File: src/rtl/prog_loader_if.sv
// Byte-stream handshake between the host/UART byte source
// and the boot loader.
interface prog_loader_if;
  logic [7:0] s_data;
  logic       s_valid;
  logic       s_ready;

  modport master (
    output s_data,
    output s_valid,
    input  s_ready
  );

  modport slave (
    input  s_data,
    input  s_valid,
    output s_ready
  );
endinterface

File: src/rtl/prog_loader.sv
// Boot loader: frames a byte stream into imem words, checks
// an XOR checksum, and holds the core in reset until done.
module prog_loader #(
  parameter int ADDR_W      = 8,
  parameter int TIMEOUT_CYC = 1024
) (
  input  logic              clk,
  input  logic              reset,
  prog_loader_if.slave      strm,
  input  logic              restart,
  output logic              imem_we,
  output logic [ADDR_W-1:0] imem_waddr,
  output logic [31:0]       imem_wdata,
  output logic              core_reset,
  output logic              load_done,
  output logic              load_err,
  output logic [ADDR_W:0]   words_loaded
);

  localparam int TW = $clog2(TIMEOUT_CYC + 1);
  localparam logic [TW-1:0] TMO_LAST = TW'(TIMEOUT_CYC);
  localparam logic [16:0] MAX_N = 17'(2 ** ADDR_W);

  typedef enum logic [2:0] {
    S_LEN_LO,
    S_LEN_HI,
    S_DATA,
    S_CSUM,
    S_DONE,
    S_ERR
  } state_t;

  state_t            state_q, state_d;
  logic [15:0]       len_q, len_d;
  logic [1:0]        lane_q, lane_d;
  logic [7:0]        acc_q, acc_d;
  logic [23:0]       word_q, word_d;
  logic [TW-1:0]     tmo_q, tmo_d;
  logic              we_q, we_d;
  logic [ADDR_W-1:0] waddr_q, waddr_d;
  logic [31:0]       wdata_q, wdata_d;
  logic              crst_q, crst_d;
  logic [ADDR_W:0]   cnt_q, cnt_d;

  logic              xfer;
  logic              timed;
  logic [15:0]       n_new;
  logic [ADDR_W:0]   cnt_inc;
  logic [TW-1:0]     tmo_inc;

  assign strm.s_ready = reset &&
    (state_q inside {S_LEN_LO, S_LEN_HI, S_DATA, S_CSUM});
  assign xfer  = strm.s_valid && strm.s_ready;
  assign timed = state_q inside {S_LEN_HI, S_DATA, S_CSUM};

  assign imem_we      = we_q;
  assign imem_waddr   = waddr_q;
  assign imem_wdata   = wdata_q;
  assign core_reset   = crst_q;
  assign words_loaded = cnt_q;
  assign load_done    = (state_q == S_DONE);
  assign load_err     = (state_q == S_ERR);

  // Frame parser, word assembly, checksum and idle timeout
  always_comb begin
    state_d = state_q;
    len_d   = len_q;
    lane_d  = lane_q;
    acc_d   = acc_q;
    word_d  = word_q;
    tmo_d   = tmo_q;
    we_d    = 1'b0;
    waddr_d = waddr_q;
    wdata_d = wdata_q;
    cnt_d   = cnt_q;
    n_new   = {strm.s_data, len_q[7:0]};
    cnt_inc = cnt_q + (ADDR_W+1)'(1);
    tmo_inc = tmo_q + TW'(1);
    // core leaves reset one cycle after DONE is entered
    crst_d  = !(state_q == S_DONE && !restart);

    unique case (state_q)
      S_LEN_LO: begin
        if (xfer) begin
          len_d   = {8'h00, strm.s_data};
          state_d = S_LEN_HI;
        end
      end
      S_LEN_HI: begin
        if (xfer) begin
          len_d = n_new;
          if (n_new == 16'd0)
            state_d = S_CSUM;
          else if ({1'b0, n_new} > MAX_N)
            state_d = S_ERR;
          else
            state_d = S_DATA;
        end
      end
      S_DATA: begin
        if (xfer) begin
          acc_d  = acc_q ^ strm.s_data;
          lane_d = lane_q + 2'd1;
          word_d = {strm.s_data, word_q[23:8]};
          if (lane_q == 2'd3) begin
            we_d    = 1'b1;
            waddr_d = cnt_q[ADDR_W-1:0];
            wdata_d = {strm.s_data, word_q};
            cnt_d   = cnt_inc;
            if (17'(cnt_inc) == {1'b0, len_q})
              state_d = S_CSUM;
          end
        end
      end
      S_CSUM: begin
        if (xfer)
          state_d = (strm.s_data == acc_q) ? S_DONE : S_ERR;
      end
      S_DONE, S_ERR: begin
        if (restart) begin
          state_d = S_LEN_LO;
          cnt_d   = '0;
          lane_d  = '0;
          acc_d   = '0;
          word_d  = '0;
          tmo_d   = '0;
        end
      end
      default: state_d = S_ERR;
    endcase

    if (timed) begin
      tmo_d = xfer ? '0 : tmo_inc;
      if (!xfer && tmo_inc == TMO_LAST)
        state_d = S_ERR;
    end
  end

  // State and datapath registers, synchronous active-low reset
  always_ff @(posedge clk) begin
    if (!reset) begin
      state_q <= S_LEN_LO;
      len_q   <= '0;
      lane_q  <= '0;
      acc_q   <= '0;
      word_q  <= '0;
      tmo_q   <= '0;
      we_q    <= 1'b0;
      waddr_q <= '0;
      wdata_q <= '0;
      crst_q  <= 1'b1;
      cnt_q   <= '0;
    end else begin
      state_q <= state_d;
      len_q   <= len_d;
      lane_q  <= lane_d;
      acc_q   <= acc_d;
      word_q  <= word_d;
      tmo_q   <= tmo_d;
      we_q    <= we_d;
      waddr_q <= waddr_d;
      wdata_q <= wdata_d;
      crst_q  <= crst_d;
      cnt_q   <= cnt_d;
    end
  end

endmodule
File: src/flat_wrapper.sv
// flat-port wrapper written by rule: the top's interface ports become plain ports
module prog_loader_flat 
#(
  parameter int ADDR_W      = 8,
  parameter int TIMEOUT_CYC = 1024
)
  (clk, reset, restart, imem_we, imem_waddr, imem_wdata, core_reset, load_done, load_err, words_loaded, strm_s_data, strm_s_valid, strm_s_ready);
  prog_loader_if strm_i ();
  input  logic clk;
  input  logic reset;
  input  logic restart;
  output logic imem_we;
  output logic [ADDR_W-1:0] imem_waddr;
  output logic [31:0] imem_wdata;
  output logic core_reset;
  output logic load_done;
  output logic load_err;
  output logic [ADDR_W:0] words_loaded;
  input wire logic [$bits(strm_i.s_data)-1:0] strm_s_data;
  input wire logic [$bits(strm_i.s_valid)-1:0] strm_s_valid;
  output wire logic [$bits(strm_i.s_ready)-1:0] strm_s_ready;
  assign strm_i.s_data = strm_s_data;
  assign strm_i.s_valid = strm_s_valid;
  assign strm_s_ready = strm_i.s_ready;
  prog_loader #(.ADDR_W(ADDR_W), .TIMEOUT_CYC(TIMEOUT_CYC)) u_core (.clk(clk), .reset(reset), .strm(strm_i), .restart(restart), .imem_we(imem_we), .imem_waddr(imem_waddr), .imem_wdata(imem_wdata), .core_reset(core_reset), .load_done(load_done), .load_err(load_err), .words_loaded(words_loaded));
endmodule
File: config.mk
export PLATFORM = sky130hd
export DESIGN_NAME = prog_loader_flat
export DESIGN_NICKNAME = d
export VERILOG_FILES = /design/src/rtl/prog_loader_if.sv /design/src/rtl/prog_loader.sv /design/src/flat_wrapper.sv
export SDC_FILE = /design/constraint.sdc
export NUM_CORES = 1
export LEC_CHECK = 0
export CAP_MARGIN = 20
export CORE_MARGIN = 2
export CORE_UTILIZATION = 50
export CTS_CLUSTER_DIAMETER = 60
export DETAILED_ROUTE_END_ITERATION = 10
export PLACE_DENSITY = 0.76
export SETUP_SLACK_MARGIN = 0.15
export SYNTH_ARGS = -nofsm -noshare
export SYNTH_HDL_FRONTEND = slang
export SYNTH_SLANG_ARGS = --single-unit
File: constraint.sdc
create_clock -name clk -period 1.9 [get_ports clk]
set_input_delay 0.285 -clock clk [delete_from_list [all_inputs] [get_ports clk]]
set_output_delay 0.285 -clock clk [all_outputs]
set_load 0.03 [all_outputs]
==> impl_metrics.csv, run 1 <==
group,metric,value,unit
synthesis,synth_area_per_cell,7.81,um2
cells_and_area,finish.net_count,787,
synthesis,syn_inst,660,
worst_setup_path,setup.worst_path.start_class,"flip-flop",
power_and_ir_drop,static-leakage-power,2.78,nW
worst_setup_path,reg2reg_depth,6,
worst_setup_path,regToRegStartpoint,"u_core.tmo_q[1]$_SDFFE_PN0P_",
cts,cts_hold_buf,0,
place,post-place-ws,-0.154,ns
sta,tightestPinTransition,0.499,ns
drt,drcViolationCount,0,
floorplan,die_span_in_x,106,um
synthesis,synth.most_common_cell,"sky130_fd_sc_hd__nand2_1",
cts,tritoncts_clock_tree,"yes",
synthesis,yosys_most_used_dff,"sky130_fd_sc_hd__dfxtp_1",
worst_setup_path,cp_max_fo,6,
synthesis,seq_area_frac_synth,0.447,
floorplan,io_pins,66,
synthesis,synth_top_cell_area_share,0.447,
drt,postRouteAntennaNets,0,
min_path,min_path_type,"reg2reg",
floorplan,rows,37,
cts,cts-root-to-sink-buffers,2,
sta,clock.fmax,526,MHz
synthesis,synth_nets,676,
drt,vias_per_cell,5.78,
job,cap_violations,0,
drt,met2RoutedLength,7.60,mm
global_route,grt.overflow.total,0,
place,dp.cells,875,
floorplan,die_height,106,um
worst_setup_path,critPathBufInv,0,
sta,setup_tns,0,ns
floorplan,die_area,11100,um2
synthesis,synthDominantAreaCellType,"sky130_fd_sc_hd__dfxtp_1",
synthesis,synth.area.top_cells,"sky130_fd_sc_hd__dfxtp_1 45%, sky130_fd_sc_hd__nand2_1 11%, sky130_fd_sc_hd__a21oi_1 10%, sky130_fd_sc_hd__nand3_1 4.0%, sky130_fd_sc_hd__clkbuf_1 2.3%",
cts,clock_sinks,115,
worst_setup_path,crit_required,2.34,ns
synthesis,ys_ff_latch,115,
sta,finalWorstPathRequiredPeriod,1.90,ns
cts,clk_latency,0.53,ns
global_route,grt_antenna_before_repair,0,
sta,max_clock_skew,0.00523,ns
drt,avgRoutedWirePerCell,16.6,um
synthesis,ys_warn_count,0,
drt,post_route_met1_wirelength,6.26,mm
worst_setup_path,ordered_list_of_cells_on_the_worst_path,"ha_4 -> nand4_4 -> nor2_1 -> a31oi_4 -> or4_4 -> o211ai_1",
place,gp_congestion,0.938,
worst_setup_path,worst_setup_path_end_kind,"flip-flop",
worst_setup_path,worst_path_max_delay_cell,"sky130_fd_sc_hd__or4_4",
drt,routed-via-count,5320,
synthesis,ys_async_sr_fraction,0,
synthesis,synth_top_cells_by_count,"145 x sky130_fd_sc_hd__nand2_1, 115 x sky130_fd_sc_hd__dfxtp_1, 108 x sky130_fd_sc_hd__a21oi_1",
sta,final_hold_viol_count,0,
worst_setup_path,cp_slowest_stage_delay,0.44,ns
sta,final_min_period_over_clock_period,1.00,
drt,top_metal_used,"met4",
worst_setup_path,criticalPathCategory,"reg2reg",
synthesis,synth_cell_types,57,
run_status,status,"finished clean",
drt,drtPass1Iterations,9,
cells_and_area,layout-drive-gt1-share,0.207,
cells_and_area,number_of_antenna_diodes,0,
cells_and_area,areaGrowthSynthToFinish,37.7,%
global_route,grt_pass1_wl,23.9,mm
min_path,worst_hold_path.endpoint,"u_core.imem_waddr[0]$_SDFFE_PN0P_",
worst_setup_path,critical_path.reg2reg.endpoint,"u_core.state_q[0]$_SDFF_PN0_",
place,buffer_ports.inserted,65,
drt,metal3_wl,917,um
worst_setup_path,timing.reg2reg.setup_slack,0.0006,ns
power_and_ir_drop,design_power_total,5.91,mW
worst_setup_path,critPathArrivalTime,2.34,ns
cells_and_area,finish.cell_count_without_fillers,920,
sta,setup_repair_after_global_routing_missed_its_margin,"true",
synthesis,edff_count_synth,0,
global_route,maximum_number_of_pins_on_one_net_before_global_route_repair,50,
sta,setup_viol,0,
floorplan,core_area,10200,um2
place,dp_hpwl,9.59,mm
sta,finalWorstSetupSlack,0.000569,ns
min_path,min_from,"u_core.imem_waddr[0]$_SDFFE_PN0P_",
cts,h-tree-depth,4,
drt,routed_wl,15.2,mm
drt,violation_count_after_the_first_detailed_route_iteration,286,
floorplan,initial_core_util,0.506,
cells_and_area,fillerInstances,812,
cts,clk_pin_slew,0.06,ns
global_route,global_route.usage.total,0.268,
sta,report.final.slew_viol_count,0,
power_and_ir_drop,vdd_ir_drop_max,0.000560,V
sta,relSlewSlack,0.667,
min_path,worst_hold_path_cell_count,2,
global_route,grt_pass1_vias,5062,
synthesis,synth.cell_area,5150,um2
cts,cts_made_buffers,17,
worst_setup_path,critPathTopFamily,"simple AND/OR/NAND/NOR gates",
power_and_ir_drop,power_density,833,nW/um2
cts,clockRootBuffer,"sky130_fd_sc_hd__clkbuf_8",
where the power goes:
group / leakage, nW / switching [mW] / internal (mW)
Sequential: 0.936 / 0.0184 / 2.42
Clock: 0.282 / 1.21 / 1.95
Combinational: 1.56 / 0.180 / 0.132
Total: 2.78 / 1.40 / 4.51
per-layer routing:
layer  vias to the layer above  GRT usage
met1                      2522      0.317
met2                       223      0.464
li1                       2519          -
met3                        56     0.0625
met5                         -          0
met4                         0      0.114
cell usage in the layout (no fill, tap or decap), types with 7 or more instances in the layout:
cell	count
sky130_fd_sc_hd__nor2_1	29
sky130_fd_sc_hd__xnor2_1	10
sky130_fd_sc_hd__a21oi_1	107
sky130_fd_sc_hd__dlygate4sd2_1	48
sky130_fd_sc_hd__or2_0	7
sky130_fd_sc_hd__o21ai_0	10
sky130_fd_sc_hd__dfxtp_1	102
sky130_fd_sc_hd__o21ai_1	12
sky130_fd_sc_hd__dfxtp_4	7
sky130_fd_sc_hd__xor2_1	7
sky130_fd_sc_hd__nor3_1	7
sky130_fd_sc_hd__buf_4	74
sky130_fd_sc_hd__nand3_1	41
sky130_fd_sc_hd__clkdlybuf4s50_1	11
sky130_fd_sc_hd__nand2_1	145
sky130_fd_sc_hd__clkbuf_16	16
per-stage QoR:
step / util / hold slack, ns / area (um2)
floorplan: - / 0.371 / 5180
global placement: 0.619 / 0.437 / 6300
detailed placement: 0.619 / 0.446 / 6300
CTS: 0.681 / 0.455 / 6940
global route: 0.697 / 0.475 / 7100
finish: 0.697 / 0.453 / 7100
how the worst max path moves through the flow:
| stage | cells after the start | endpoint | slack, ns | from |
|---|---|---|---|---|
| global placement | 6 | u_core.state_q[0]$_SDFF_PN0_ | -0.1 | strm_s_valid |
| CTS | 2 | words_loaded[2] | 0.05 | u_core.words_loaded[2]$_SDFFE_PN0P_ |
| finish | 6 | u_core.state_q[0]$_SDFF_PN0_ | 0.0006 | u_core.tmo_q[1]$_SDFFE_PN0P_ |
| global route | 7 | u_core.state_q[1]$_SDFF_PN0_ | -0.08 | u_core.tmo_q[1]$_SDFFE_PN0P_ |
| detailed placement | 6 | u_core.state_q[0]$_SDFF_PN0_ | -0.15 | strm_s_valid |
| floorplan | 6 | u_core.state_q[0]$_SDFF_PN0_ | 0.11 | u_core.tmo_q[0]$_SDFFE_PN0P_ |
timing repair:
item                       CTS  global route
buffers inserted             8             5
setup endpoints to repair   61            12
pin swaps                   10            13
resized for setup           71            33
gates cloned                 0             0
tightest hold or removal path, delay by kind of cell (launching register included):
kind            cells  cell delay [ns]
compound gates      1             0.05
simple gates        1             0.05
flops               1             0.31
logic make-up after synthesis:
family	after synthesis	synth area share
AO/OA/AOI/OAI	172	0.191
XOR/XNOR	17	0.0289
adder cells (fa/ha/maj)	4	0.00971
buffers and inverters	57	0.0485
flip-flops	115	0.447
multiplexers	1	0.00194
AND/OR/NAND/NOR	294	0.273
registers in the layout, indices dropped and copies added, names as in the netlist:
signal and count:
u_core.acc_q 8, u_core.core_reset 1, u_core.imem_waddr 8, u_core.imem_wdata 32, u_core.imem_we 1, u_core.lane_q 2, u_core.len_q 16, u_core.state_q 3
u_core.tmo_q 11, u_core.word_q 24, u_core.words_loaded 9
area by class of cell:
| type | count | area [um2] | area share |
|---|---|---|---|
| multi-input cells | 488 | 2750 | 0.387 |
| flip-flops and latches | 115 | 2340 | 0.329 |
| repair buffers | 144 | 1230 | 0.174 |
| clock buffers | 19 | 442 | 0.0622 |
| well taps | 136 | 170 | 0.0240 |
| clock inverters | 13 | 149 | 0.0210 |
| inverters | 5 | 18.8 | 0.00264 |
Power figures use the tool's default switching activity.
==> run 2: changes to the inputs <==
--- a/config.mk
+++ b/config.mk
@@ -12,6 +12,7 @@
 export DETAILED_ROUTE_END_ITERATION = 10
 export PLACE_DENSITY = 0.76
 export SETUP_SLACK_MARGIN = 0.15
+export SKIP_LAST_GASP = 1
 export SYNTH_ARGS = -nofsm -noshare
 export SYNTH_HDL_FRONTEND = slang
 export SYNTH_SLANG_ARGS = --single-unit
==> results of run 2 <==
Final layout, timing and power as in run 1 (identical DEF).
